File: config.mk
export PLATFORM = sky130hd
export DESIGN_NAME = clock_enable_gen
export DESIGN_NICKNAME = d
export VERILOG_FILES = /design/src/rtl/clkgen_pkg.sv /design/src/rtl/clkgen_strobe_div.sv /design/src/rtl/clock_enable_gen.sv
export SDC_FILE = /design/constraint.sdc
export NUM_CORES = 1
export LEC_CHECK = 0
export CAP_MARGIN = 20
export CORE_MARGIN = 5
export CORE_UTILIZATION = 40
export CTS_BUF_LIST = sky130_fd_sc_hd__clkbuf_8 sky130_fd_sc_hd__clkbuf_16
export DETAILED_ROUTE_END_ITERATION = 10
export SLEW_MARGIN = 30
export SYNTH_ARGS = -nofsm -noshare
export SYNTH_HDL_FRONTEND = slang
export SYNTH_HIERARCHICAL = 1
export SYNTH_SLANG_ARGS = --single-unit
File: constraint.sdc
create_clock -name clk -period 2 [get_ports clk]
set_input_delay 0.3 -clock clk [delete_from_list [all_inputs] [get_ports clk]]
set_output_delay 0.3 -clock clk [all_outputs]
set_load 0.01 [all_outputs]
File: src/rtl/clkgen_pkg.sv
// -----------------------------------------------------------------------------
// clkgen_pkg
// Shared constants and helpers for the CPU clock-enable generator.
//   CNT_W_DEFAULT : default width of the period counter (max period 2^CNT_W)
//   MIN_PERIOD_M1 : smallest legal period-1 (period 2). A requested value of
//                   0 is raised to this value.
//   half_len()    : length of the phi2-low half of a period, ceil(P/2)
// -----------------------------------------------------------------------------
package clkgen_pkg;

    localparam int unsigned CNT_W_DEFAULT = 4;
    localparam int unsigned MIN_PERIOD_M1 = 1;

    // Odd periods give the extra count to the low phase.
    function automatic int unsigned half_len(input int unsigned period);
        return (period + 1) / 2;
    endfunction

endpackage

File: src/rtl/clkgen_strobe_div.sv
// -----------------------------------------------------------------------------
// clkgen_strobe_div
// Counts input strobes modulo N. It emits a registered output strobe in the
// same cycle as the registered copy of every N-th input strobe. Feed it the
// pre-register decode of a strobe, so its output lines up with that strobe's
// flop. N = 1 passes every strobe through.
// Ports:
//   clk      in  master clock
//   rst_n    in  synchronous active-low reset
//   i_strobe in  unregistered strobe condition to count
//   o_strobe out one-clk strobe on every N-th input strobe (flop output)
// -----------------------------------------------------------------------------
module clkgen_strobe_div #(
    parameter int unsigned N = 4
) (
    input  logic clk,
    input  logic rst_n,
    input  logic i_strobe,
    output logic o_strobe
);

    localparam int unsigned   CW   = (N > 1) ? $clog2(N) : 1;
    localparam logic [CW-1:0] LAST = CW'(N - 1);

    logic [CW-1:0] r_cnt;
    logic          r_strobe;
    logic          w_last;

    assign w_last = (r_cnt == LAST);

    always_ff @(posedge clk) begin
        if (!rst_n) begin
            r_cnt    <= '0;
            r_strobe <= 1'b0;
        end else begin
            r_strobe <= i_strobe && w_last;
            if (i_strobe) begin
                r_cnt <= w_last ? '0 : r_cnt + CW'(1);
            end
        end
    end

    assign o_strobe = r_strobe;

endmodule

File: src/rtl/clock_enable_gen.sv
// -----------------------------------------------------------------------------
// clock_enable_gen
// CPU clock-enable generator with a run-time programmable period. It produces:
//   - the Phi2 level
//   - one-clk phi1/phi2 enable strobes
//   - an optional slower aux enable for peripherals
// All outputs are flop outputs. They change one clk after the counter value
// that decodes them.
//
// Build option:
//   CLKGEN_AUX_EN defined   -> aux_en fires with every AUX_DIV-th phi2_en
//   CLKGEN_AUX_EN undefined -> no aux counter is built, aux_en is tied to 0
//
// Ports:
//   clk      in   master clock, rising edge
//   rst_n    in   synchronous active-low reset
//   div_sel  in   requested period-1 (0 is treated as 1); applied at wrap
//   hold     in   1 freezes the counter and the phase, and suppresses strobes
//   phi2     out  low for the first ceil(P/2) counts, high for the rest
//   phi1_en  out  strobe on the first cycle of phi2 low
//   phi2_en  out  strobe on the first cycle of phi2 high
//   aux_en   out  strobe on every AUX_DIV-th phi2_en
// -----------------------------------------------------------------------------
module clock_enable_gen
    import clkgen_pkg::*;
#(
    parameter int unsigned CNT_W       = CNT_W_DEFAULT,
    parameter int unsigned DIV_DEFAULT = 15,
    parameter int unsigned AUX_DIV     = 4
) (
    input  logic             clk,
    input  logic             rst_n,
    input  logic [CNT_W-1:0] div_sel,
    input  logic             hold,
    output logic             phi2,
    output logic             phi1_en,
    output logic             phi2_en,
    output logic             aux_en
);

    localparam logic [CNT_W-1:0] ONE    = CNT_W'(1);
    localparam logic [CNT_W-1:0] MIN_M1 = CNT_W'(MIN_PERIOD_M1);
    localparam logic [CNT_W-1:0] RST_M1 = CNT_W'(DIV_DEFAULT);

    logic [CNT_W-1:0] r_cnt;
    logic [CNT_W-1:0] r_per_m1;
    logic             r_phi2;
    logic             r_phi1_en;
    logic             r_phi2_en;

    logic             w_advance;
    logic             w_wrap;
    logic             w_phi2_hit;
    logic [CNT_W-1:0] w_low_len;
    logic [CNT_W-1:0] w_cnt_nxt;
    logic [CNT_W-1:0] w_div_eff;

    assign w_advance  = !hold;
    assign w_wrap     = (r_cnt == r_per_m1);
    // ceil(P/2) is at most 2^(CNT_W-1), so it always fits back into CNT_W bits.
    assign w_low_len  = CNT_W'(half_len(32'(r_per_m1) + 32'd1));
    assign w_phi2_hit = (r_cnt == w_low_len - ONE);
    assign w_div_eff  = (div_sel < MIN_M1) ? MIN_M1 : div_sel;
    assign w_cnt_nxt  = !w_advance ? r_cnt :
                        w_wrap     ? '0    : r_cnt + ONE;

    // NOTE: sequential state uses non-blocking assignments. Every flop then
    // samples pre-edge values, regardless of statement order.
    always_ff @(posedge clk) begin
        if (!rst_n) begin
            r_cnt     <= '0;
            r_per_m1  <= RST_M1;
            r_phi2    <= 1'b0;
            r_phi1_en <= 1'b0;
            r_phi2_en <= 1'b0;
        end else begin
            r_cnt <= w_cnt_nxt;
            // The ratio is reloaded only at the boundary, so a running period
            // is never cut short.
            if (w_advance && w_wrap) begin
                r_per_m1 <= w_div_eff;
            end
            // At a wrap the next count is 0. That is below any low length,
            // so using the old period's low length here is safe. While held,
            // the next count equals the current one, so phi2 keeps its value.
            r_phi2    <= (w_cnt_nxt >= w_low_len);
            r_phi2_en <= w_advance && w_phi2_hit;
            r_phi1_en <= w_advance && w_wrap;
        end
    end

    assign phi2    = r_phi2;
    assign phi1_en = r_phi1_en;
    assign phi2_en = r_phi2_en;

`ifdef CLKGEN_AUX_EN
    clkgen_strobe_div #(
        .N (AUX_DIV)
    ) u_aux_div (
        .clk      (clk),
        .rst_n    (rst_n),
        .i_strobe (w_advance && w_phi2_hit),
        .o_strobe (aux_en)
    );
`else
    // AUX_DIV stays in the parameter list, so both builds share one interface.
    logic w_unused_aux_div;
    assign w_unused_aux_div = (AUX_DIV >= 1);
    assign aux_en           = 1'b0;
`endif

endmodule

==> flow_metrics.tcl <==
set metrics [dict create \
    outcome "completed" \
    crit_chain "xnor2_1, nand4_1, a21oi_2, ha_1, inv_1, a21boi_0, o21ai_0, a21oi_1" \
    yosys.area_share.simple 0.3044 \
    finalWeightedCongestion 0.7863 \
    fin_skew_ps 6.411 \
    vias 640 \
    fmax_ghz 0.5381 \
    placed_area_sq_um 869.6 \
    hold_buffers 0 \
    insertion_delay_ps 250 \
    antenna_cells 0 \
    drc_errors 0 \
    finalSetupViolCount 0 \
    synth.avg_cell_area_sq_um 8.175 \
    critPathBufInv 1 \
    ant_nets 0 \
    routed_wl_um 1697 \
    routedWlPerCell_um 13.16 \
    hold_depth 2 \
    arrival_ps 1980 \
    grt_start_max_net_pins 12 \
    r2r_setup_slack_ps 140 \
    finalCritPeriodShare 0.9292 \
    synthCells 90 \
    drive_above_1_share 0.1346 \
    p_leak_nw 0.3882 \
    cp.depth 8 \
    cts_root_buffer "clkbuf_8" \
    synth_nets 103 \
    cts-buffers-inserted 3 \
    portBuffers 9 \
    final_hold_viol_count 0 \
    synth_xor_area_frac 0.09524 \
    period_needed_ps 1858 \
    clk_path_buf_depth 2 \
    synth_async_sr_flop_share 0 \
    endpoint_kind "flip-flop" \
    critPathRequiredTime_ps 2130 \
    start_util 0.4215 \
    die_w_um 52.89 \
    worstRegToRegCells 8 \
    dpl.hpwl_um 1200 \
    syn_area_sq_um 735.7 \
    synth_warnings 6 \
    maxCapViolations 0 \
    cp_slowest_cell "dfxtp_1" \
    synth.top_cell.area_share 0.2993 \
    critPathLaunchType "flip-flop" \
    synthMuxAreaShare 0.01361 \
    clk_pin_slew_ps 50 \
    core-area_sq_um 1745 \
    path_class "reg2reg" \
    synth_area_leaders "dfxtp_1 30%, ha_1 10%, xnor2_1 7.1%, nand3_1 5.4%, o21ai_0 3.4%" \
    drt_iter0_markers 9 \
    synth_edf_count 0 \
    die_area_sq_um 2797 \
    area_growth_pct 25.00 \
    synth_largest_area_cell "dfxtp_1" \
    powerDensity_nw_per_um2 558.6 \
    fp-row-count 15 \
    drv_slew 0 \
    grt_overflow 0 \
    viasPerCell 4.961 \
    synth.distinct_cells 34 \
    path_delay_family "compound AO/OA/AOI/OAI gates" \
    first_pass_iters 4 \
    htreeDepth 1 \
    cts_tree "yes" \
    track_usage 0.1512 \
    grt_antenna_before_repair 0 \
    final_area_sq_um 919.6 \
    ys_seq_area_frac 0.2993 \
    setup_tns_ps 0 \
    hp-class "reg2reg" \
    io-pin-count 11 \
    synth-main-ff-cell "dfxtp_1" \
    grt_pass1_wl_um 2967 \
    synth_seq_cells 11 \
    irDropWorstVdd_mv 0.3978 \
    cpPeakStageDelay_ps 450 \
    synth_top_family_by_area "simple AND/OR/NAND/NOR gates" \
    rsz0062_at_grt "no" \
    grt_pass1_vias 636 \
    synthAdderAreaFrac 0.1020 \
    cp_max_fo 6 \
    p_total_mw 0.5137 \
    fin_nets 118 \
    synth_compound_area_frac 0.1156 \
    cts.sinks 11 \
    die_h_um 52.89 \
]
==> cells by family after synthesis <==
kind of cell | after synthesis
compound gates | 14
xor+xnor | 8
fa+ha+maj | 6
buf+inv | 9
flops | 11
mux | 1
other cells | 1
simple gates | 40
==> worst paths after layout <==
check               from          end
min          r_per_m1[2]  r_per_m1[2]
max          r_per_m1[2]         phi2
min reg2reg  r_per_m1[2]  r_per_m1[2]
max reg2reg  r_per_m1[2]         phi2
==> report_power, final <==
group / switching [mW] / total (mW) / internal [mW] / leakage [nW]
Sequential: 0.00714 / 0.230 / 0.223 / 0.0894
Combinational: 0.0276 / 0.0578 / 0.0302 / 0.272
Clock: 0.0902 / 0.225 / 0.135 / 0.0269
Total: 0.125 / 0.514 / 0.389 / 0.388
==> per-stage QoR <==
stage | hold slack [ps] | utilization | std cells | worst slack, ps
2_1_floorplan | 456.4 | - | 90 | 357.9
3_3_place_gp | 581.6 | 0.4982 | 125 | 129.3
3_5_place_dp | 608.3 | 0.4982 | 125 | 63.36
4_1_cts | 616.4 | 0.5240 | 129 | 122.8
5_1_grt | 647.2 | 0.5269 | 129 | 9.009
6_report | 610.9 | 0.5269 | 129 | 141.6
==> registers in the layout, summed over array words and instances (netlist names) <==
signal	cells
phi2	1
phi1_en	1
r_cnt	4
r_per_m1	4
phi2_en	1
==> worst register-to-register path, delay by kind of cell (launching register included) <==
| family | cells | cell delay [ps] |
|---|---|---|
| compound gates | 4 | 520 |
| fa+ha+maj | 1 | 250 |
| xor+xnor | 1 | 190 |
| buf+inv | 1 | 50 |
| simple gates | 1 | 270 |
| flops | 1 | 450 |
==> Yosys cell counts (2+ instances only) <==
master     n
a21boi_0   2
a21oi_1    3
and2_1     3
dfxtp_1   11
ha_1       6
inv_1      4
nand2_1    5
nand2b_1   3
nand3_1    8
nand4_1    2
nor2_1     5
nor2b_1    2
nor3_1     3
nor3b_1    2
nor4_1     2
o21ai_0    5
xnor2_1    6
xor2_1     2
==> repair_timing <==
item | in CTS | in global routing
endpoints found under the setup margin | 0 | 1
gates resized for setup | 0 | 2
buffers inserted | 0 | 0
==> final cells by class <==
type / count / area, sq um
repair buffers: 15 / 135.1
well taps: 25 / 31.28
multi-input cells: 70 / 471.7
clock inverters: 1 / 3.754
flip-flops and latches: 11 / 221.5
fillers: 168 / 825.8
inverters: 4 / 15.01
clock buffers: 3 / 41.29
==> cells in the final DEF, fill, tap and decap left out, types with 3 or more instances in the layout <==
master,netlist,final
o21ai_0,5,5
nor3_1,3,3
clkdlybuf4s50_1,0,9
and2_1,3,3
xnor2_1,6,6
inv_1,4,5
clkbuf_8,0,3
nor2_1,5,5
nand2_1,5,5
nand3_1,8,8
dfxtp_1,11,10
nand2b_1,3,3
ha_1,6,6
buf_4,1,6
==> layer usage <==
layer  vias to the layer above  global-route usage  wire length [um]
met3                         7             0.03662                39
met1                       284              0.2000               838
li1                        340                   -                 -
met4                         0              0.1149                63
met2                         9              0.2066               756
met5                         -                   0                 0
Power figures use the tool's default switching activity.
